**src/rtl/prog_engine_pkg.sv**
```systemverilog
// ---------------------------------------------------------------------------
// prog_engine_pkg
// Shared types for the block-operation engine: operation modes, FSM states
// and the default watchdog limit.
// Optional feature macro: PROG_ENGINE_SUM_EN (see prog_engine.sv).
// Revision: 1.0 - initial release
// ---------------------------------------------------------------------------
`default_nettype none

package prog_engine_pkg;

   // Default number of op-state cycles before a forced abort.
   localparam int unsigned TIMEOUT_DEFAULT = 1023;

   typedef enum logic [1:0] {
      MODE_COPY = 2'd0,
      MODE_FILL = 2'd1,
      MODE_SUM  = 2'd2,
      MODE_ILL  = 2'd3
   } mode_e;

   // ACC and SUMWR are only reachable when the SUM feature is compiled in.
   typedef enum logic [2:0] {
      ST_IDLE  = 3'd0,
      ST_ARMED = 3'd1,
      ST_RD    = 3'd2,
      ST_WR    = 3'd3,
      ST_ACC   = 3'd4,
      ST_SUMWR = 3'd5,
      ST_DONE  = 3'd6
   } state_e;

endpackage

`default_nettype wire

```
**src/rtl/prog_engine_watchdog.sv**
```systemverilog
// ---------------------------------------------------------------------------
// cycle_watchdog
// Saturating CW-bit op-cycle counter with synchronous clear and count enable.
// hit_o is high while the count equals TIMEOUT.
// Ports:
//   clk, reset    clock, asynchronous active-high reset
//   clr_i         clear count to zero (has priority over en_i)
//   en_i          count one cycle
//   count_o       current count
//   hit_o         count == TIMEOUT
// Revision: 1.0 - initial release
// ---------------------------------------------------------------------------
`default_nettype none

module cycle_watchdog #(
   parameter int          CW      = 16,
   parameter int unsigned TIMEOUT = prog_engine_pkg::TIMEOUT_DEFAULT
) (
   input  logic          clk,
   input  logic          reset,
   input  logic          clr_i,
   input  logic          en_i,
   output logic [CW-1:0] count_o,
   output logic          hit_o
);

   localparam logic [CW-1:0] C_LIMIT = CW'(TIMEOUT);

   logic [CW-1:0] count_q;
   logic [CW-1:0] count_d;

   always_comb begin
      count_d = count_q;
      if (clr_i) begin
         count_d = '0;
      end else if (en_i && (count_q != '1)) begin
         count_d = count_q + CW'(1);
      end
   end

   always_ff @(posedge clk or posedge reset) begin
      if (reset) begin
         count_q <= '0;
      end else begin
         count_q <= count_d;
      end
   end

   assign count_o = count_q;
   assign hit_o   = (count_q == C_LIMIT);

endmodule

`default_nettype wire

```
**src/rtl/prog_engine.sv**
```systemverilog
// ---------------------------------------------------------------------------
// prog_engine
// Block operation engine (COPY / FILL / SUM) over data memory, started by a
// req/ack handshake: req high arms the engine, req falling starts the run.
// Reports completion (ack), status (err) and op-cycle count (cycles).
// Optional feature macro: PROG_ENGINE_SUM_EN - compiles in SUM mode, the
// ACC/SUMWR states and the accumulator. Without it mode 2 is illegal.
// Ports:
//   clk, reset        clock, asynchronous active-high reset
//   req               high = hold/restart, low in ARMED = run
//   mode              0 COPY, 1 FILL, 2 SUM, 3 illegal
//   src_base/dst_base source / destination start address
//   len               element count 0..2^AW
//   fill_val          FILL data
//   ack/err/busy      done / error status / op state active
//   cycles            op-state cycle count
//   MemAdr/DatIn/DatOut/ReadEn/WriteEn  memory port (read data one cycle late)
// Revision: 1.0 - initial release
// ---------------------------------------------------------------------------
`default_nettype none

module prog_engine #(
   parameter int          DW      = 8,
   parameter int          AW      = 8,
   parameter int          CW      = 16,
   parameter int unsigned TIMEOUT = prog_engine_pkg::TIMEOUT_DEFAULT
) (
   input  logic          clk,
   input  logic          reset,
   input  logic          req,
   input  logic [1:0]    mode,
   input  logic [AW-1:0] src_base,
   input  logic [AW-1:0] dst_base,
   input  logic [AW:0]   len,
   input  logic [DW-1:0] fill_val,
   output logic          ack,
   output logic          err,
   output logic          busy,
   output logic [CW-1:0] cycles,
   output logic [AW-1:0] MemAdr,
   output logic [DW-1:0] DatIn,
   input  logic [DW-1:0] DatOut,
   output logic          ReadEn,
   output logic          WriteEn
);

   import prog_engine_pkg::*;

   state_e        state_q, state_d;
   mode_e         mode_q,  mode_d;
   logic [AW-1:0] src_q,   src_d;
   logic [AW-1:0] dst_q,   dst_d;
   logic [AW:0]   len_q,   len_d;
   logic [DW-1:0] fill_q,  fill_d;
   logic [AW:0]   idx_q,   idx_d;
   logic          err_q,   err_d;
`ifdef PROG_ENGINE_SUM_EN
   logic [DW-1:0] acc_q,   acc_d;
`endif

   logic          wd_hit;
   logic          mode_ok;
   mode_e         mode_in;
   logic [AW:0]   idx_inc;
   logic          last_elem;
   logic [AW-1:0] src_addr;
   logic [AW-1:0] dst_addr;

   assign mode_in = mode_e'(mode);

`ifdef PROG_ENGINE_SUM_EN
   assign mode_ok = (mode_in != MODE_ILL);
`else
   assign mode_ok = (mode_in == MODE_COPY) || (mode_in == MODE_FILL);
`endif

   assign idx_inc   = idx_q + (AW+1)'(1);
   assign last_elem = (idx_inc == len_q);
   // Address arithmetic wraps modulo 2^AW by truncation.
   assign src_addr  = src_q + idx_q[AW-1:0];
   assign dst_addr  = dst_q + idx_q[AW-1:0];

   assign busy = (state_q == ST_RD) || (state_q == ST_WR) ||
                 (state_q == ST_ACC) || (state_q == ST_SUMWR);
   assign ack  = (state_q == ST_DONE);
   assign err  = err_q;

   // The limit cycle itself is not counted: it becomes the abort cycle.
   cycle_watchdog #(
      .CW      (CW),
      .TIMEOUT (TIMEOUT)
   ) u_watchdog (
      .clk     (clk),
      .reset   (reset),
      .clr_i   (req),
      .en_i    (busy && !wd_hit && !req),
      .count_o (cycles),
      .hit_o   (wd_hit)
   );

   always_comb begin
      state_d = state_q;
      mode_d  = mode_q;
      src_d   = src_q;
      dst_d   = dst_q;
      len_d   = len_q;
      fill_d  = fill_q;
      idx_d   = idx_q;
      err_d   = err_q;
`ifdef PROG_ENGINE_SUM_EN
      acc_d   = acc_q;
`endif
      MemAdr  = '0;
      DatIn   = '0;
      ReadEn  = 1'b0;
      WriteEn = 1'b0;

      if (req) begin
         // Restart wins over everything, including a completion edge.
         state_d = ST_ARMED;
         idx_d   = '0;
         err_d   = 1'b0;
`ifdef PROG_ENGINE_SUM_EN
         acc_d   = '0;
`endif
      end else if (busy && wd_hit) begin
         // Timeout abort: no memory access in this cycle.
         state_d = ST_DONE;
         err_d   = 1'b1;
      end else begin
         case (state_q)
            ST_ARMED: begin
               mode_d = mode_in;
               src_d  = src_base;
               dst_d  = dst_base;
               len_d  = len;
               fill_d = fill_val;
               if (!mode_ok) begin
                  state_d = ST_DONE;
                  err_d   = 1'b1;
               end else if (len == '0) begin
                  state_d = ST_DONE;
               end else if (mode_in == MODE_FILL) begin
                  state_d = ST_WR;
               end else begin
                  state_d = ST_RD;
               end
            end

            ST_RD: begin
               MemAdr  = src_addr;
               ReadEn  = 1'b1;
               state_d = ST_WR;
`ifdef PROG_ENGINE_SUM_EN
               if (mode_q == MODE_SUM) begin
                  state_d = ST_ACC;
               end
`endif
            end

            ST_WR: begin
               MemAdr  = dst_addr;
               WriteEn = 1'b1;
               // COPY forwards the word read in the preceding RD cycle.
               DatIn   = (mode_q == MODE_FILL) ? fill_q : DatOut;
               idx_d   = idx_inc;
               if (last_elem) begin
                  state_d = ST_DONE;
               end else if (mode_q == MODE_FILL) begin
                  state_d = ST_WR;
               end else begin
                  state_d = ST_RD;
               end
            end

`ifdef PROG_ENGINE_SUM_EN
            ST_ACC: begin
               acc_d   = acc_q + DatOut;
               idx_d   = idx_inc;
               state_d = last_elem ? ST_SUMWR : ST_RD;
            end

            ST_SUMWR: begin
               MemAdr  = dst_q;
               WriteEn = 1'b1;
               DatIn   = acc_q;
               state_d = ST_DONE;
            end
`endif

            ST_IDLE: state_d = ST_IDLE;
            ST_DONE: state_d = ST_DONE;

            default: begin
               // Unreachable encodings end the run as an error.
               state_d = ST_DONE;
               err_d   = 1'b1;
            end
         endcase
      end
   end

   always_ff @(posedge clk or posedge reset) begin
      if (reset) begin
         state_q <= ST_IDLE;
         mode_q  <= MODE_COPY;
         src_q   <= '0;
         dst_q   <= '0;
         len_q   <= '0;
         fill_q  <= '0;
         idx_q   <= '0;
         err_q   <= 1'b0;
      end else begin
         state_q <= state_d;
         mode_q  <= mode_d;
         src_q   <= src_d;
         dst_q   <= dst_d;
         len_q   <= len_d;
         fill_q  <= fill_d;
         idx_q   <= idx_d;
         err_q   <= err_d;
      end
   end

`ifdef PROG_ENGINE_SUM_EN
   always_ff @(posedge clk or posedge reset) begin
      if (reset) begin
         acc_q <= '0;
      end else begin
         acc_q <= acc_d;
      end
   end
`endif

endmodule

`default_nettype wire

```
**config.mk**
```make
export PLATFORM = sky130hd
export DESIGN_NAME = prog_engine
export DESIGN_NICKNAME = d
export VERILOG_FILES = /design/src/rtl/prog_engine_pkg.sv /design/src/rtl/prog_engine_watchdog.sv /design/src/rtl/prog_engine.sv
export SDC_FILE = /design/constraint.sdc
export NUM_CORES = 1
export LEC_CHECK = 0
export CORE_UTILIZATION = 51
export DETAILED_ROUTE_END_ITERATION = 8
export PLACE_DENSITY_LB_ADDON = 0.05
export SYNTH_ARGS = -nofsm -noshare
export SYNTH_HDL_FRONTEND = slang
export SYNTH_SLANG_ARGS = --single-unit
```
**constraint.sdc**
```tcl
create_clock -name clk -period 4.8 [get_ports clk]
set_clock_uncertainty 0.15 [all_clocks]
set_input_delay 1.2 -clock clk [delete_from_list [all_inputs] [get_ports clk]]
set_output_delay 1.2 -clock clk [all_outputs]
set_load 0.01 [all_outputs]
```
-- After elaboration in Yosys (flattened, before gate mapping)
Cells that the tools add are included.
- register bits: 64
- latch bits: 0
- memory bits (writable): 0
- memory bits (read-only): 0
- input bits: 46
- output and inout bits: 37
- word-level logic and storage cells: 78
- memories kept: 0
- $add $sub $neg: 4
- multipliers: 0
- divide/modulo/power cells: 0
- order comparisons: 0
- equality and inequality tests: 14
- shifts and indexed selects: 0
- mux-type cells: 30
- bitwise operators: 2
- reductions and logical operators: 19
- operators by type and width (operator ; number):
    $mux 8 ; 6
    $mux 16 ; 2
    $mux 9 ; 3
    $add 16x1->16 const B ; 1
    $add 8x8->8 ; 2
    $eq 16x10->1 const B ; 1
    $ne 16x16->1 const B ; 1
    $pmux 8 s2 ; 1
    $mux 3 ; 5
    $pmux 3 s4 ; 1
    $mux 1 ; 11
    $add 9x1->9 const B ; 1
    $eq 3x3->1 const B ; 3
    $eq 9x9->1 ; 1
    $logic_not 9->1 ; 1
    $eq 3x2->1 const B ; 2
    $eq 2x1->1 const B ; 2
    $logic_and 1x1->1 ; 4
    $logic_or 1x1->1 ; 4
    $ne 4x4->1 const B ; 1
    $reduce_and 2->1 ; 2
    $reduce_bool 2->1 ; 2
    $reduce_or 4->1 ; 1
    $eq 3x1->1 const B ; 1
    8 further kinds ; 10

-- Longest topological paths before layout
Gate-level depths: netlist of the first run.
- depth in word-level cells: 9
- gate-level depth with buffers: 13
- depth with buffers taken out: 12

-- By module
From an unflattened synthesis of the first run, not the netlist that was laid out.
- cells, all modules: 373
- area total of the unflattened synthesis: 3752.3 um2
- by module, submodules not included (module ; instances ; cells each ; area an instance (um2) ; seq. area each (um2)):
    prog_engine ; 1 ; 277 ; 2785.2 ; 1201.2
    cycle_watchdog ; 1 ; 96 ; 967.2 ; 400.4

-- Worst setup path after synthesis of the first run
No wires, ideal clock.
- kind: register to output
- start point: reg state_q[1]
- end point: out MemAdr[6]
- arrival: 2.612 ns
- required time: 3.450 ns
- path slack: 0.838 ns
- cell stages (with the launch flop): 14
- buffers on the path: 1
- path through: dfrtp_1 > and2b_1 > nand2_1 > buf_2 > mux2_2 > ha_1 > inv_1 > fa_1 > nor2b_1 > o21ai_0 > a21oi_1 > o21a_1 > o21a_1 > nor3_1
- cells in the longest elaborated chain, start to end: 7
- elaborated cells on any way between the ends: 11
- classes of those cells: 4 x eq/ne; 3 x mux; 4 x reduce/logical
- RTL lines (element ; line ; RTL):
    start, declared ; prog_engine.sv:49 ; state_e state_q, state_d;
    start signal, assigned ; prog_engine.sv:214 ; state_q <= state_d;
    $eq 3x2->1 ; prog_engine.sv:83, prog_engine.sv:131 ;
    $logic_or 1x1->1 (2 in series) ; prog_engine.sv:83 ; assign busy = (state_q == ST_RD) || (state_q == ST_WR) ||
    $logic_or 1x1->1 ; prog_engine.sv:84 ; (state_q == ST_ACC) || (state_q == ST_SUMWR);
    $logic_and 1x1->1 ; prog_engine.sv:126 ; end else if (busy && wd_hit) begin
    $mux 8 (*) ; prog_engine.sv:126 ;
    $mux 8 (*) ; prog_engine.sv:118 ; if (req) begin
    end, declared ; prog_engine.sv:40 ; output logic [AW-1:0] MemAdr,
Mark *: on every way between the ends. The rest lies on a longest branch, timed or not.

-- Worst setup path in the final report of the first run
- start point: reg state_q[1]
- end point: out MemAdr[5]
The elaborated chain is that of the path after synthesis.

==> results.md, run 1 <==
- Status: completed
- Pwr Density: ~380 mW/mm²
- Placer Congestion: 0.877
- Crit end category: output pin
- Area grow syn2layout: 32.4%
- Slew Limit Fails: 0
- Global-route wire length before repair: 13800 µm
- Pre-Repair DR Iteration Count: 4
- Sink Count: 64
- Top cell by count, worst path: nor2_1
- Ys async rst share: 100%
- Area contributors post-synth: dfrtp_1, mux2_2, xor2_1, nor2_1, ha_1
- Setup TNS: 0 ps
- Clock Tree Buf Depth: 2
- Largest net degree at the start of global routing: 37
- Worst EP arrival: around 3200 ps
- Clock Latency Late Sink: 340 ps
- Antenna diodes: 0
- Final Total Pwr: 1.81 mW
- FP Rows: 30
- Post-synth EDFFs: 0
- Final setup violating endpoints: 0
- CP max-delay cell: clkdlybuf4s50_1
- Final wirelength: 8160 µm
- Drt initial violations: 159
- Area occupied by registers: 0.00160 mm²
- Worst Path Buf+Inv: 1
- Syn nets: 419
- Remaining DRCs: 0
- Num ports: 83
- CTS tree: yes
- Number of global-route vias before repair: 2892
- Setup CP Type: flip-flop to output pin
- WL met1: 3720 µm
- Minimum clock period: 4500 ps
- I/O Buffers: 82
- Multi-input gate area: about 0.0019 mm²
- Min-Delay Path Class: flip-flop to flip-flop
- H-tree levels: 3
- Vias: 3014
- Synth cell types: 46
- Top-area cell type share of the netlist area: 44.3%
- WL/cell: ~15 µm
- Full die area: 0.00743 mm²
- Wire length on met2: between 3000 and 4000 µm
- Top Family by Delay on Critical Path: simple AND/OR/NAND/NOR gates
- Max_cap viols: 0
- Final worst-path cycle share: 93.7%
- Top_reg_cell synth: dfrtp_1
- Antenna-violating nets left: 0
- Max_slew headroom: 40.4%
- Fmax: 222 MHz
- Final Hold Viols: 0
- Core area: 0.00683 mm²
- Die W: 86.2 µm
- Fill cell count: about 560
- Initial antenna violation count: 0
- Cells after Synth: 363
- Cell Chain, Critical Path: and2b_1 -> nand2_2 -> mux2_2 -> ha_1 -> a21o_1 -> a211oi_1 -> nor2_1 -> nor2_1 -> xor2_1 -> nor2_1 -> clkdlybuf4s50_1
- Yosys top cell by area: dfrtp_1
- Maximum vdd drop: 0.289 mV
- Avg Cell Area, Syn: 9.96 µm²
- Overflow after GRT: 0
- CP max FO: 7
- Leakage: a little over 2 nW
- Post-DP HPWL: slightly above 6000 µm
- Cell chosen for the clock root: clkbuf_8
- Synth Register Bits: 64
- Yosys warns: 0
- Routed vias/inst: 5.50
- Worst Setup Start Kind: flip-flop
- Nets@finish: 504
- Initial core utilization: between 50% and 60%
- Gr usage total: roughly a quarter
- Cts bufs inserted: 9
- CP required: 3450 ps
- RSZ-0062 raised after global routing: no
- Register area share after synthesis: 44.3%
- Max stage delay on crit path: 500 ps
- Die Y: 86.2 µm
- Top sig layer: met4
- Cell Area, Synth: ~0.0036 mm²
- Met3 Wirelength: 397 µm
- Layout cells sized above 1: 17.0%
- Worst-margin pin slew: 893 ps
- Clk slew on worst S/H paths: 70 ps
layer usage:
layer | global-route usage, % | vias up
li1 | - | 1454
met1 | 32.3 | 1470
met2 | 38.7 | 81
met3 | 4.57 | 9
met4 | 9.55 | 0
met5 | 0 | -
sequential cells by signal, indices dropped and copies added, names as in the netlist:
name / cells
state_q: 3
u_watchdog.count_o: 16
idx_q: 9
dst_q: 8
src_q: 8
err: 1
len_q: 9
mode_q: 2
fill_q: 8
power breakdown:
group          switching [mW]  internal, mW  leakage (nW)
Clock                   0.207         0.287         0.101
Combinational           0.240         0.308          1.12
Sequential             0.0949         0.671         0.806
Total                   0.542          1.27          2.02
synth_stat cells (9+ instances only):
cell	instances
inv_1	13
nor2_1	42
nand4_1	12
o21ai_0	10
nand3_1	12
xnor2_1	12
mux2_2	41
ha_1	9
a21oi_1	16
xor2_1	25
dfrtp_1	64
buf_2	10
nand2_1	29
nor3_1	12
area by class of cell:
class,instances,share of cell area [%]
repair buffers,90,18.8
flip-flops and latches,64,33.5
inverters,13,1.02
well taps,96,2.51
clock inverters,6,1.78
multi-input cells,270,39.9
clock buffers,9,2.59
path summary, 6_finish.rpt:
| kind | startpoint | endpoint | slack [ps] | cells past startpoint |
|---|---|---|---|---|
| setup / recovery | state_q[1] | MemAdr[5] | 300 | 11 |
| hold / removal | fill_q[7] | fill_q[7] | 360 | 1 |
| setup reg to reg | idx_q[0] | state_q[2] | 2140 | 7 |
| hold reg to reg | fill_q[7] | fill_q[7] | 360 | 1 |
| max in group asynchronous | reset | state_q[1] | 2480 | 3 |
| min in group asynchronous | reset | u_watchdog.count_o[6] | 1090 | 2 |
per-stage QoR:
step                      instances  setup WS [ps]  util (%)  hold WS [ps]  cell area [µm²]
final                           548            302      70.1           356             4790
after global routing            548            133      70.1           376             4790
after CTS                       547           21.9      69.7           362             4760
after detailed placement        532            332      66.5           345             4550
after global placement          532            404      66.5           339             4550
after floorplan                 363            838         -           325             3620
cells in the final DEF (no fill, tap or decap), types with 12 or more instances in the layout:
cell,count
a21oi_1,15
clkdlybuf4s50_1,80
dfrtp_1,63
inv_1,12
mux2_2,41
nand2_1,28
nand3_1,12
nand4_1,12
nor2_1,42
nor3_1,12
xnor2_1,12
xor2_1,25
timing repair:
action,CTS,global route
resized for setup,2,7
setup endpoints to repair,2,2
hold buffers,0,0
gates cloned,0,0
buffers inserted,0,1
kinds of logic (layout without fill, tap and decap cells):
logic type	count (synthesis)	after routing	share of synthesized area, %
AND/OR/NAND/NOR	134	134	18.3
flip-flops	64	64	44.3
adder cells (fa/ha/maj)	10	10	3.67
buffers and inverters	29	118	3.63
multiplexers	42	42	13.0
AO/OA/AOI/OAI	47	47	8.10
XOR/XNOR	37	37	8.96
Power figures use the tool's default switching activity.
==> inputs of run 2 (changes only) <==
--- a/config.mk
+++ b/config.mk
@@ -5,6 +5,7 @@
 export SDC_FILE = /design/constraint.sdc
 export NUM_CORES = 1
 export LEC_CHECK = 0
+export CORE_MARGIN = 10
 export CORE_UTILIZATION = 51
 export DETAILED_ROUTE_END_ITERATION = 8
 export PLACE_DENSITY_LB_ADDON = 0.05
==> results.md, run 2 (synthesized netlist as in run 1, its figures left out) <==
- Status: completed
- Vias: 2974
- Drt initial violations: 155
- RSZ-0062 raised after global routing: no
- RR Startpoint: idx_q[0]
- Cts bufs inserted: 9
- Max stage delay on crit path: 550 ps
- Cell chosen for the clock root: clkbuf_8
- Layout Utilization: 70.3%
- Final Total Pwr: 1.83 mW
- Setup TNS: 0 ps
- Die W: 104 µm
- Multi-input gate area: ~0.0019 mm²
- Worst slack, placed: 301 ps
- Sink Count: 64
- Core area: around 0.007 mm²
- Post-CTS Repair Setup Buffers: 0
- Worst Path Buf+Inv: 1
- Leading cell types in the layout, fill and taps excluded: clkdlybuf4s50_1, dfrtp_1, nor2_1, mux2_2, nand2_1
- Slew Limit Fails: 0
- Top cell by count, worst path: nor2_1
- Top Family by Delay on Critical Path: simple AND/OR/NAND/NOR gates
- Final Hold Viols: 0
- Initial antenna violation count: 0
- Antenna diodes: 0
- CP required: approximately 3500 ps
- Antenna-violating nets left: 0
- Max_slew headroom: 41.4%
- Max FFs per register: 16
- Max_cap viols: 0
- Routed vias/inst: 5.41
- I/O Buffers: 82
- Post-Layout Cell Count: 550
- Global-route wire length before repair: 15000 µm
- Num ports: 83
- Cts hold-fix bufs: 0
- Cell count after placement: about 530
- Pwr Density: ~380 mW/mm²
- Final setup violating endpoints: 0
- WL/cell: 15.8 µm
- Worst EP arrival: 3160 ps
- Final worst-path cycle share: 93.9%
- WP depth: 11
- Leakage: 2.04 nW
- Cell Chain, Critical Path: and2b_2 -> nand2_4 -> mux2_2 -> ha_1 -> a21o_1 -> a211oi_1 -> nor2_1 -> nor2_1 -> xor2_1 -> nor2_1 -> clkdlybuf4s50_1
- Full die area: 0.0109 mm²
- Remaining DRCs: 0
- FP Rows: 30
- Area occupied by registers: between 0.0015 and 0.002 mm²
- Leading cell type in the layout, fill and taps excluded: clkdlybuf4s50_1
- Clock Latency Late Sink: 330 ps
- Gr usage total: between 10% and 20%
- Placer Congestion: 0.892
- Layout cells sized above 1: 17.0%
- Initial core utilization: 52.9%
- Reg2reg path depth: 7
- Clk slew on worst S/H paths: 70 ps
- Critical R2R Capture: state_q[2]
- Overflow after GRT: 0
- Reg-to-reg slack, setup: ~2100 ps
- CP max FO: 7
- Min-Delay Path Class: flip-flop to flip-flop
- Worst Setup Start Kind: flip-flop
- Final wirelength: 8700 µm
- H-tree levels: 3
- Minimum clock period: ~4500 ps
- Maximum vdd drop: 0.266 mV
- CP max-delay cell: clkdlybuf4s50_1
- Critical path endpoint: MemAdr[5]
- Setup CP Type: flip-flop to output pin
- Clock Tree Buf Depth: 2
- CP startpoint: state_q[1]
- Die Y: 104 µm
- Area grow syn2layout: 32.8%
- Fmax: 222 MHz
- Pre-Repair DR Iteration Count: 4
- Worst setup margin: 293 ps
- Largest net degree at the start of global routing: 36
- Number of global-route vias before repair: around 3000
- CTS tree: yes
- Nets@finish: approximately 510
- Worst-margin pin slew: 878 ps
- Crit end category: output pin
- Post-DP HPWL: 6570 µm
- Fill cell count: between 500 and 600
[run 2: worst min-delay path by stage]
stage	slack [ps]	to	from	cells after the start
floorplan	320	src_q[0]	src_q[0]	1
global placement	340	fill_q[3]	fill_q[3]	1
detailed placement	350	fill_q[0]	fill_q[0]	1
CTS	360	fill_q[1]	fill_q[1]	1
global route	380	fill_q[3]	fill_q[3]	1
finish	360	fill_q[1]	fill_q[1]	1
[run 2: cell type report]
type | instances | area share (%)
multi-input combinational | 270 | 39.7
inverter | 13 | 1.02
timing repair buffer | 91 | 18.9
tap | 96 | 2.50
sequential | 64 | 33.4
clock buffer | 10 | 2.87
clock inverter | 6 | 1.72
[run 2: power breakdown]
part / total (mW) / switching (mW) / internal [mW]
combinational: 0.549 / 0.241 / 0.308
sequential: 0.762 / 0.0904 / 0.671
clock: 0.515 / 0.211 / 0.304
[run 2: layer usage]
layer	wire (µm)	part of all wire, %	global-route usage, %	vias up
met3	388	4.5	3.28	7
met5	0	0	0	-
li1	-	-	-	1449
met2	3990	46	25.9	75
met4	74	0.85	4.67	0
met1	4250	49	22.4	1443
[run 2: per-stage QoR]
stage | hold WS, ps | cell area (µm²)
finish | 360 | 4800
global route | 379 | 4800
CTS | 362 | 4780
detailed placement | 345 | 4560
global placement | 339 | 4560
floorplan | 325 | 3620
[run 2: repair_timing]
item	CTS	global route
setup endpoints to repair	2	2
pin swaps	0	0
gates resized for setup	1	6
==> RTL change 1 (settings of run 1) <==
Set the parameter `DW` to 10 (it was 8).
--- a/src/rtl/prog_engine.sv
+++ b/src/rtl/prog_engine.sv
@@ -21,5 +21,5 @@
 
 module prog_engine #(
-   parameter int          DW      = 8,
+   parameter int          DW      = 10,
    parameter int          AW      = 8,
    parameter int          CW      = 16,
Interface: changed (resized DatIn, DatOut and fill_val); port bits go from 83 to 89. The function was not compared with the original's and may differ.
==> RTL change 1 against run 1 <==
- routed wire length is 2.8% higher
- count of clock-buffer cells in the layout is 1 higher
- setup slack worse by 0.12 ns
- utilization is 0.42 points lower
- critical path depth is 6 lower
- total power is 5.0% lower
- sequential share of layout area is 0.79 points lower
- sequential cell count is 2 higher
- synthesized area is 6.3% higher
- combinational power is 8.6% lower
- non-clock buffer count is 7 higher
- sequential power is 2.7% lower
- synthesized cell count is 5.5% higher
- design area is 5.5% higher
- critical path type is now primary input to output port
- largest cell class unchanged
- largest power group unchanged
- highest routed layer unchanged
==> RTL change 1: results (changes against run 1) <==
status: "finished, final reports clean"  # unchanged
grt_pass1_vias: 2955  # was 2892
port_buffers: 88  # was 82
timing.slew.headroom_pct: 30.0  # was 40.4%
taps: 99  # was 96
synth-seq-area-share_pct: 43.0  # was 44.3%
drt_iter0_drc: 103  # was 159
timing.critical_path.arrival_ns: 3.26  # was 3.15 ns
wl_met2_um: 4190  # was 3950 um
asyncSetResetFlopFracSynth_pct: 100  # unchanged
non_clock_buffers: 97  # was 90
synth_fp_nets: 443  # was 419
synth_compound_area_share_pct: 10.9  # was 8.10%
seqPwrFrac_pct: 43.3  # was 42.4%
grt_util_met3_pct: 4.10  # was 4.57%
total_of_fill_cells_in_the_finished_design: 573  # was 561
globalRouteMet2Util_pct: 39.0  # was 38.7%
critical_path_peak_fanout: 19  # was 7
route.met3.wl_um: 309  # was 397 um
signal_buffer_area_fraction_pct: 19.0  # was 18.8%
synth_area_leaders: "dfrtp_1 (43%), mux2_2 (13%), xor2_1 (4.6%)"  # was dfrtp_1 (44%), mux2_2 (13%), xor2_1 (6.1%)
report.power.total_mw: 1.72  # was 1.81 mW
sw_frac_of_total_pct: 30.2  # was 30.0%
yosys-top-cells-count: "dfrtp_1 (66), mux2_2 (44), nor2_1 (38)"  # was dfrtp_1 (64), nor2_1 (42), mux2_2 (41)
layout-drive-gt1-share_pct: 18.2  # was 17.0%
grt_start_max_net_pins: 52  # was 37
layout.clock_buffers: 10  # was 9
dr.max_layer_used: "met4"  # unchanged
routed-via-count: 3099  # was 3014
synthesis.instances: 383  # was 363
detail_route.wirelength.met1_um: 3800  # was 3720 um
drt_wl_total_um: 8390  # was 8160 um
p_clk_mw: 0.473  # was 0.495 mW
post_dp_cell_area_um2: 4830  # was 4550 um2
cts.repair.resized: 4  # was 2
critPathTopFamily: "buffers and inverters"  # was simple AND/OR/NAND/NOR gates
grt.met1_usage_pct: 29.4  # was 32.3%
area.share.sequential_pct: 32.7  # was 33.5%
synthMuxAreaShare_pct: 13.4  # was 13.0%
multi_input_area_share_pct: 40.8  # was 39.9%
area_of_combinational_cells_with_multiple_inputs_um2: 2060  # was 1910 um2
place_hpwl_um: 6190  # was 6050 um
multi_input_gates: 287  # was 270
synth.ff_latch_count: 66  # was 64
leakagePower_nw: 2.10  # was 2.02 nW
gr-usage-all-layers_pct: 23.0  # was 24.0%
vdd_ir_drop_max_mv: 0.236  # was 0.289 mV
fin_nets: 534  # was 504
dp_slack_ns: 0.134  # was 0.332 ns
place.gp.congestion: 0.830  # was 0.877
grt_first_pass_wirelength_um: 13700  # was 13800 um
synth_cell_types: 58  # was 46
place_inst: 561  # was 532
synth_xor_area_share_pct: 6.84  # was 8.96%
==> RTL change 1: changes by cell type after synthesis, moves of 4 or more <==
cell     before  now
xor2_1       25   20
a21oi_1      16   25
or3_1         0    5
o21ai_1       1    5
nand2_1      29   35
buf_2        10    3
buf_4         0    6
nor2_1       42   38
and2_1        0    5
==> RTL change 1: final timing paths <==
path	startpoint	endpoint	slack, ns	cells after the start
min in group asynchronous	reset	u_watchdog.count_o[14]$_DFFE_PP0P_	1.29	2
min reg2reg	dst_q[5]$_DFFE_PP0P_	dst_q[5]$_DFFE_PP0P_	0.35	1
max	req	DatIn[6]	0.19	5
min	dst_q[5]$_DFFE_PP0P_	dst_q[5]$_DFFE_PP0P_	0.35	1
max reg2reg	idx_q[0]$_DFFE_PP0P_	state_q[2]$_DFF_PP0_	2.39	7
max in group asynchronous	reset	dst_q[7]$_DFFE_PP0P_	2.39	3
==> RTL change 2 (settings of run 1) <==
Made on the original files. The 7 states of `state_e` get a one-hot encoding in 7 bits.
--- a/src/rtl/prog_engine_pkg.sv
+++ b/src/rtl/prog_engine_pkg.sv
@@ -21,12 +21,12 @@
 
    // ACC and SUMWR are only reachable when the SUM feature is compiled in.
-   typedef enum logic [2:0] {
-      ST_IDLE  = 3'd0,
-      ST_ARMED = 3'd1,
-      ST_RD    = 3'd2,
-      ST_WR    = 3'd3,
-      ST_ACC   = 3'd4,
-      ST_SUMWR = 3'd5,
-      ST_DONE  = 3'd6
+   typedef enum logic [6:0] {
+      ST_IDLE  = 7'b0000001,
+      ST_ARMED = 7'b0000010,
+      ST_RD    = 7'b0000100,
+      ST_WR    = 7'b0001000,
+      ST_ACC   = 7'b0010000,
+      ST_SUMWR = 7'b0100000,
+      ST_DONE  = 7'b1000000
    } state_e;
 
Formal check against the unedited RTL: same outputs for any inputs over 10 cycles, from zero or initial values and one cycle with reset high; not proved beyond that.
==> RTL change 2 against run 1 <==
- design area is 3.4% higher
- sequential share of layout area down 0.080 points
- maximum frequency is 2.4% lower
- global-route usage barely moved
- synthesized area increased by 6.6%
- routed wire length is 9.0% higher
- sequential cell count increased by 2
- setup slack got worse by 0.11 ns
- critical endpoint is now MemAdr[7]
Power is not compared: it rests on default switching activity, and its combinational part moved more than twofold at a synthesized area within 25%.
==> RTL change 2: results (changes against run 1) <==
yosys-top-cells-count: "dfrtp_1 (65), nor2_1 (44), mux2_2 (38)"  # was dfrtp_1 (64), nor2_1 (42), mux2_2 (41)
routed-via-count: 3169  # was 3014
signal_buffer_area_fraction_pct: 18.1  # was 18.8%
inverters: 11  # was 13
worst_hold_path.endpoint: "mode_q[0]$_DFFE_PP0P_"  # was fill_q[7]$_DFFE_PP0P_
grt_start_max_net_pins: 38  # was 37
worst_slew_pin_slew_ns: 0.755  # was 0.893 ns
multi_input_gates: 294  # was 270
wl_per_cell_um: 15.5  # was 14.9 um
synth-seq-area-share_pct: 42.9  # was 44.3%
non_clock_buffers: 92  # was 90
min-delay-start: "mode_q[0]$_DFFE_PP0P_"  # was fill_q[7]$_DFFE_PP0P_
place.gp.congestion: 0.789  # was 0.877
grt_pass1_vias: 2941  # was 2892
synth_compound_area_share_pct: 10.7  # was 8.10%
grt_first_pass_wirelength_um: 14200  # was 13800 um
r2r-start: "idx_q[2]$_DFFE_PP0P_"  # was idx_q[0]$_DFFE_PP0P_
detail_route.wirelength.met1_um: 4040  # was 3720 um
area_of_combinational_cells_with_multiple_inputs_um2: 2090  # was 1910 um2
n_sequential_cell: 66  # was 64
synth_fa_ha_area_share_pct: 3.44  # was 3.67%
reg2reg_end: "state_q[6]$_DFF_PP0_"  # was state_q[2]$_DFF_PP0_
wl_met2_um: 4270  # was 3950 um
status: "finished, final reports clean"  # unchanged
fin_nets: 530  # was 504
whs_path_depth: 2  # was 1
gr-usage-all-layers_pct: 24.0  # about the same
crit_end: "MemAdr[7]"  # was MemAdr[5]
reg2reg_setup_slack_ns: 2.21  # was 2.14 ns
synth_cell_types: 53  # was 46
synth_area_leaders: "dfrtp_1 (42%), mux2_2 (11%), xor2_1 (4.3%)"  # was dfrtp_1 (44%), mux2_2 (13%), xor2_1 (6.1%)
layout-drive-gt1-share_pct: 16.2  # was 17.0%
layout.clock_buffers: 11  # was 9
synth_fp_nets: 443  # was 419
RTL change 2: repair_timing:
item / CTS / global route
pin swaps: 2 / 4
buffers inserted: 1 / 2
setup endpoints to repair: 2 / 4
endpoints found under the hold margin: 0 / 0
gates resized for setup: 5 / 9
RTL change 2: power breakdown:
part / leakage (nW) / switching [mW] / internal (mW)
Clock: 0.0770 / 0.194 / 0.189
Sequential: 0.837 / 0.0466 / 0.620
Combinational: 1.17 / 0.106 / 0.142
Total: 2.08 / 0.347 / 0.951
RTL change 2: critical path: stages (launching register included):
cell	delay [ns]
dfrtp_2	0.46
nor3_4	0.22
nand3b_1	0.20
buf_4	0.19
mux2_2	0.28
ha_1	0.27
a21o_1	0.21
a211oi_2	0.23
nor2_1	0.10
o41ai_2	0.37
xnor2_1	0.16
nor2_1	0.05
dlymetal6s2s_1	0.17
RTL change 2: logic make-up after synthesis:
group                      count (synthesis)
AOI/OAI and AO/OA                         62
xor gates and xnor gates                  33
adders and majority gates                 10
buffers and inverters                     27
DFF                                       66
muxes                                     44
and+or+nand+nor                          145
RTL change 2: through the flow:
| stage | power [mW] | utilization [%] | hold WS, ns | instances | cell area [um2] |
|---|---|---|---|---|---|
| floorplan | 0.834 | - | 0.314 | 387 | 3850 |
| global placement | 0.910 | 65.2 | 0.329 | 559 | 4750 |
| detailed placement | 0.922 | 65.2 | 0.343 | 559 | 4750 |
| CTS | 1.31 | 67.5 | 0.358 | 572 | 4920 |
| global route | 1.37 | 67.9 | 0.379 | 574 | 4950 |
| finish | 1.30 | 67.9 | 0.354 | 574 | 4950 |
RTL change 2: per-layer routing:
layer / vias up / track usage (%)
met2: 88 / 38.1
met3: 14 / 5.91
li1: 1546 / -
met5: - / 0
met1: 1521 / 32.7
met4: 0 / 7.79
